$ cat config.mk
export PLATFORM = sky130hd
export DESIGN_NAME = mem_port_arbiter
export DESIGN_NICKNAME = d
export VERILOG_FILES = /design/src/rtl/mem_port_arbiter.sv
export SDC_FILE = /design/constraint.sdc
export NUM_CORES = 1
export LEC_CHECK = 0
export CORE_MARGIN = 8
export CORE_UTILIZATION = 40
export CTS_CLUSTER_DIAMETER = 50
export DETAILED_ROUTE_END_ITERATION = 16
export HOLD_SLACK_MARGIN = 0.05
export PLACE_DENSITY = 0.9
export SLEW_MARGIN = 20
export SYNTH_ARGS = -nofsm -noshare
export SYNTH_HDL_FRONTEND = slang
export SYNTH_SLANG_ARGS = --single-unit
$ cat constraint.sdc
create_clock -name clk -period 1.94 [get_ports clk]
set_input_delay 0.194 -clock clk [delete_from_list [all_inputs] [get_ports clk]]
set_output_delay 0.194 -clock clk [all_outputs]
set_load 0.05 [all_outputs]
$ cat src/rtl/mem_port_arbiter.sv
// Two-port arbiter/sequencer for the shared memory port of the multicycle MIPS system.
// Port 0 is the processor, port 1 the program-loader/DMA engine. One access is in
// flight at a time; strobes are held MEM_LAT cycles, then the owner gets a one-cycle ack.
// MEM_LAT must be >= 1.
module mem_port_arbiter #(
    parameter int AW      = 32,
    parameter int DW      = 32,
    parameter int MEM_LAT = 1,
    parameter int RR      = 1
) (
    input  logic          clk,
    input  logic          rst,
    input  logic          p0_req,
    input  logic          p0_we,
    input  logic [AW-1:0] p0_addr,
    input  logic [DW-1:0] p0_wdata,
    output logic          p0_ack,
    output logic [DW-1:0] p0_rdata,
    input  logic          p1_req,
    input  logic          p1_we,
    input  logic [AW-1:0] p1_addr,
    input  logic [DW-1:0] p1_wdata,
    output logic          p1_ack,
    output logic [DW-1:0] p1_rdata,
    output logic [AW-1:0] mem_addr,
    output logic [DW-1:0] mem_wdata,
    input  logic [DW-1:0] mem_read_data,
    output logic          mem_mr,
    output logic          mem_mw,
    output logic          busy,
    output logic          owner
);

    typedef enum logic [1:0] {
        IDLE,
        ACCESS,
        DONE
    } state_e;

    localparam int            CW       = (MEM_LAT > 1) ? $clog2(MEM_LAT) : 1;
    localparam logic [CW-1:0] CNT_LOAD = CW'(MEM_LAT - 1);

    state_e        state_q, state_d;
    logic [CW-1:0] cnt_q, cnt_d;
    logic          last_q, last_d;
    logic          owner_q, owner_d;
    logic          we_q, we_d;
    logic [AW-1:0] addr_q, addr_d;
    logic [DW-1:0] wdata_q, wdata_d;
    logic          mr_q, mr_d;
    logic          mw_q, mw_d;
    logic          ack0_q, ack0_d;
    logic          ack1_q, ack1_d;
    logic [DW-1:0] rd0_q, rd0_d;
    logic [DW-1:0] rd1_q, rd1_d;
    logic          busy_q, busy_d;
    logic          gnt;

    // Next-state, grant selection and registered-output next values.
    always_comb begin
        state_d = state_q;
        cnt_d   = cnt_q;
        last_d  = last_q;
        owner_d = owner_q;
        we_d    = we_q;
        addr_d  = addr_q;
        wdata_d = wdata_q;
        mr_d    = mr_q;
        mw_d    = mw_q;
        ack0_d  = 1'b0;
        ack1_d  = 1'b0;
        rd0_d   = rd0_q;
        rd1_d   = rd1_q;

        // Round-robin favours the port not granted last; fixed priority favours port 0.
        if (RR != 0) begin
            gnt = (p0_req && p1_req) ? ~last_q : p1_req;
        end else begin
            gnt = ~p0_req;
        end

        case (state_q)
            IDLE: begin
                if (p0_req || p1_req) begin
                    owner_d = gnt;
                    last_d  = gnt;
                    we_d    = gnt ? p1_we : p0_we;
                    addr_d  = gnt ? p1_addr : p0_addr;
                    wdata_d = gnt ? p1_wdata : p0_wdata;
                    cnt_d   = CNT_LOAD;
                    mr_d    = gnt ? ~p1_we : ~p0_we;
                    mw_d    = gnt ? p1_we : p0_we;
                    state_d = ACCESS;
                end
            end
            ACCESS: begin
                if (cnt_q == '0) begin
                    if (!we_q) begin
                        if (owner_q) begin
                            rd1_d = mem_read_data;
                        end else begin
                            rd0_d = mem_read_data;
                        end
                    end
                    mr_d    = 1'b0;
                    mw_d    = 1'b0;
                    ack0_d  = ~owner_q;
                    ack1_d  = owner_q;
                    state_d = DONE;
                end else begin
                    cnt_d = cnt_q - CW'(1);
                end
            end
            DONE: begin
                state_d = IDLE;
            end
            default: begin
                state_d = IDLE;
            end
        endcase

        busy_d = (state_d != IDLE);
    end

    // State and output registers; reset drops strobes immediately.
    always_ff @(posedge clk or negedge rst) begin
        if (!rst) begin
            state_q <= IDLE;
            cnt_q   <= '0;
            last_q  <= 1'b1;
            owner_q <= 1'b0;
            we_q    <= 1'b0;
            addr_q  <= '0;
            wdata_q <= '0;
            mr_q    <= 1'b0;
            mw_q    <= 1'b0;
            ack0_q  <= 1'b0;
            ack1_q  <= 1'b0;
            rd0_q   <= '0;
            rd1_q   <= '0;
            busy_q  <= 1'b0;
        end else begin
            state_q <= state_d;
            cnt_q   <= cnt_d;
            last_q  <= last_d;
            owner_q <= owner_d;
            we_q    <= we_d;
            addr_q  <= addr_d;
            wdata_q <= wdata_d;
            mr_q    <= mr_d;
            mw_q    <= mw_d;
            ack0_q  <= ack0_d;
            ack1_q  <= ack1_d;
            rd0_q   <= rd0_d;
            rd1_q   <= rd1_d;
            busy_q  <= busy_d;
        end
    end

    assign p0_ack    = ack0_q;
    assign p1_ack    = ack1_q;
    assign p0_rdata  = rd0_q;
    assign p1_rdata  = rd1_q;
    assign mem_addr  = addr_q;
    assign mem_wdata = wdata_q;
    assign mem_mr    = mr_q;
    assign mem_mw    = mw_q;
    assign busy      = busy_q;
    assign owner     = owner_q;

endmodule
After elaboration in Yosys (flattened, before gate mapping)
Index checks and enable logic that the tools add are counted.

Add/sub/neg operators: 1. Multiply operators: 0. Div/mod/pow operators: 0. $lt $le $gt $ge: 0. Equality and inequality tests: 3. Shift-type cells: 0. Multiplexer cells: 20. Bitwise gates (word level): 6. Reduce and logical (&&, ||, !) cells: 10.

Operators with widths (count): 32-bit 2-to-1 mux (2); 1-bit 2-to-1 mux (12); 4-bit AND reduction (2); 1-bit NOT (6); 1-bit case mux with 2 select lines (3); 2-bit 2-to-1 mux (2); 2-bit != test, second input constant (2); 2-bit case mux with 2 select lines (1); 2-bit AND reduction (2); 2-bit nonzero test (2); 3-bit AND reduction (1); 2-bit by 1-bit equality test with 1-bit output, second input constant (1); 2-bit zero test (1); 1-bit logical AND (1); 1-bit logical OR (1); 1-bit subtractor, second input constant (1).

Bits in registers: 139. Bits in latches: 0. Memory bits (writable): 0. Bits in read-only memories: 0. Word-level logic and storage cells: 54. Memories kept: 0.

Longest topological paths before layout
Depth after elaboration: 5. Mapped depth: 6.

Worst setup path after synthesis
No wires, ideal clock.

Path kind: register -> register. Start point: register owner_q, in the netlist owner. End point: register rd1_q[10], in the netlist p1_rdata[10]. Arrival time: 1.712 ns. Required time: 1.815 ns. Setup slack: 0.103 ns. Stages on the path, launching flop included: 6. Clock period less this slack: 1.837 ns. Cell sequence: dfrtp_1 and3b_1 and2_1 clkbuf_1 buf_4 mux2_2.

Word-level cells in the longest chain between the ends: 1.

RTL lines: from (decl) (RTL line 46) `logic owner_q, owner_d;`; from (signal assigned) (RTL line 146) `owner_q <= owner_d;`; 4-bit AND reduction (no line); to (signal assigned) (RTL line 155) `rd1_q <= rd1_d;`; to (decl) (RTL line 55) `logic [DW-1:0] rd1_q, rd1_d;`.

No other way between the ends. A chain may end at the register's enable or synchronous reset.

Worst setup path after layout
Start point: register addr_q[2], in the netlist mem_addr[2]. End point: output port mem_addr[2].

RTL lines: from (decl) (RTL line 48) `logic [AW-1:0] addr_q, addr_d;`; from (signal assigned) (RTL line 148) `addr_q <= addr_d;`; to (decl) (RTL line 25) `output logic [AW-1:0] mem_addr,`.

No word-level cell between the ends.

==> metrics.txt <==
type of origin of the critical path=flop; outcome=finished clean; antenna violations before repair=0; clock skew=7.979 ps; Setup crit end kind=output port; PwrDens=2048 nW/um2; HPWL Detailed=14460 um; Synth Net Count=540; maximum root-to-sink buffer count=2; Syn Area/Cell=15.82 um2; hold crit path type=input port to async pin; sequential fraction of the synthesis area=0.5840; max_cap viols=0; Area growth syn-to-layout=65.12%; Total Power=20.00 mW; number of hold buffers added after cts=1; # rows=44; #FFs+latches synth=138; RSZ-0062 raised after global routing=no; Worst Path Arrival=1630 ps; antenna diode count=0; antenna viol nets, final=0; clk slew on worst S/H paths=60 ps; H-tree level count=4; effective utilization at floorplan=0.4086; cell area after layout=9768 um2; Pre-antenna DRT Iters=4; average via count per standard cell=4.885; # resized after CTS=0; core area=14480 um2; Slowest-stage cell, CP=clkdlybuf4s50_1; Mapped Cells=374; # setup viols final=0; Die Y=137.6 um; slack of the critical path=116.5 ps; Sum Neg Setup Slack=0 ps; post-CTS setup repair buffer count=0; die width=137.6 um; Hold WS=207.6 ps; Global Route met1 Usage=0.1921; die area=18940 um2; DRT iter0 DRCs=145; WL/cell=20.86 um; first-pass GRT wire length=27190 um; Area after DPL=9176 um2; VDD IR-drop max=1.272 mV; Ports=300; Yosys cell types=25; GPL Wtd Cong=0.7849; CTS tree=built; Mapped Area=5916 um2; worst setup path class=flop to output port; Clock Sinks=138; slowest stage delay, CP=870 ps; reg2reg end=mem_addr[12]; Crit Path Max Fanout=2; Max Fclk=548.4 MHz; met3 Usage GRT=0.07513; grt ovf=0; Port-buffer cells=299; CTS Buf Count=17; Final Non-Filler Cells=882; vias in the first global route=4826; Reg2Reg Depth=4; gr usage total=0.1903; Routed WL=18400 um; final core utilization=0.6746; Remaining DRCs=0; clock latency on the worst-skew pair=410 ps; Slew HR=0.6085; commonest non-fill, non-tap cell in the layout=clkdlybuf4s50_1; critical path buffer and inverter count=1; crit path from=mem_addr[2]; clock period minus worst slack=1823 ps; share of cells above drive strength 1=0.3395; DP Worst Slack=45.58 ps; Reg2Reg Setup Slack=150 ps; via count=4309; Crit path required time=1750 ps; Root Buffer=clkbuf_16; CP delay by family, top=buffers and inverters; leakage power total=4.010 nW; final hold violation count=0; dpl cells=849; Tcrit/Tclk final=0.9399; CP Cell Sequence=clkdlybuf4s50_1; largest net degree at the start of global routing=64; Final Max Tran Viols=0; Nets=851; met2 usage=0.3520; synth warn=0; most frequent cells in the layout=clkdlybuf4s50_1 (297), mux2_2 (188), dfrtp_1 (137); Reg-to-Reg Start=last_q; GR peak layer=met2; worst-margin pin slew=585.4 ps; fill count=984
[logic make-up after synthesis]
logic type | count (synthesis) | share of synthesized area
mux | 195 | 0.3706
flops | 138 | 0.5840
buf+inv | 26 | 0.02897
simple gates | 8 | 0.008038
compound gates | 7 | 0.008461
[worst max-delay path by stage]
stage	endpoint	cells past startpoint
after detailed placement	mem_wdata[4]	5
final	mem_addr[2]	1
after global placement	mem_wdata[4]	5
after floorplan	p1_rdata[10]	5
after CTS	mem_addr[2]	1
after global routing	mem_addr[2]	1
[metal layers]
layer / vias up / wire (um)
li1: 1960 / -
met1: 2151 / 6367
met2: 175 / 9878
met3: 23 / 1857
met4: 0 / 291
met5: - / 0
[where the power goes]
group	leakage [nW]	internal (mW)	switching, mW
combinational	2.10	4.51	7.16
clock	0.271	1.95	1.18
sequential	1.64	4.37	0.815
total	4.01	10.8	9.16
[worst reg2reg max path, delay by kind of cell, from the launching register on]
family,cells,cell delay [ps]
mux,2,690
flops,1,560
buf+inv,1,230
compound gates,1,210
[cell type report]
| cell class | count | area [um2] | share of cell area |
|---|---|---|---|
| Sequential cell | 138 | 3455 | 0.3537 |
| Timing Repair Buffer | 313 | 3187 | 0.3262 |
| Multi-Input combinational cell | 210 | 2296 | 0.2350 |
| Clock buffer | 21 | 460.4 | 0.04714 |
| Tap cell | 184 | 230.2 | 0.02357 |
| Clock inverter | 11 | 121.4 | 0.01242 |
| Inverter | 5 | 18.77 | 0.001921 |
[registers in the layout, summed over array words and instances, names as in the netlist]
register   cells
p1_ack         1
p0_rdata      32
busy           1
mem_addr      32
p1_rdata      32
last_q         1
state_q        2
owner          1
p0_ack         1
mem_mw         1
mem_wdata     32
mem_mr         1
we_q           1
[cell usage after synthesis (all sizes together)]
master | n | area [um2]
and2 | 1 | 6.260
nor2 | 2 | 7.510
a21bo | 1 | 10.01
o31ai | 1 | 7.510
o21ai | 1 | 5.000
and3b | 1 | 8.760
a21o | 1 | 7.510
nand2b | 1 | 6.260
dfrtp | 137 | 3428
a21oi | 1 | 5.000
dfstp | 1 | 26.28
clkbuf | 1 | 3.750
nor3 | 2 | 15.01
a31oi | 1 | 6.260
a22o | 1 | 8.760
buf | 20 | 148.9
nand2 | 1 | 3.750
mux2i | 3 | 30.03
mux2 | 192 | 2162
inv | 5 | 18.76
Note: power is estimated with default switching activity, not from simulation.
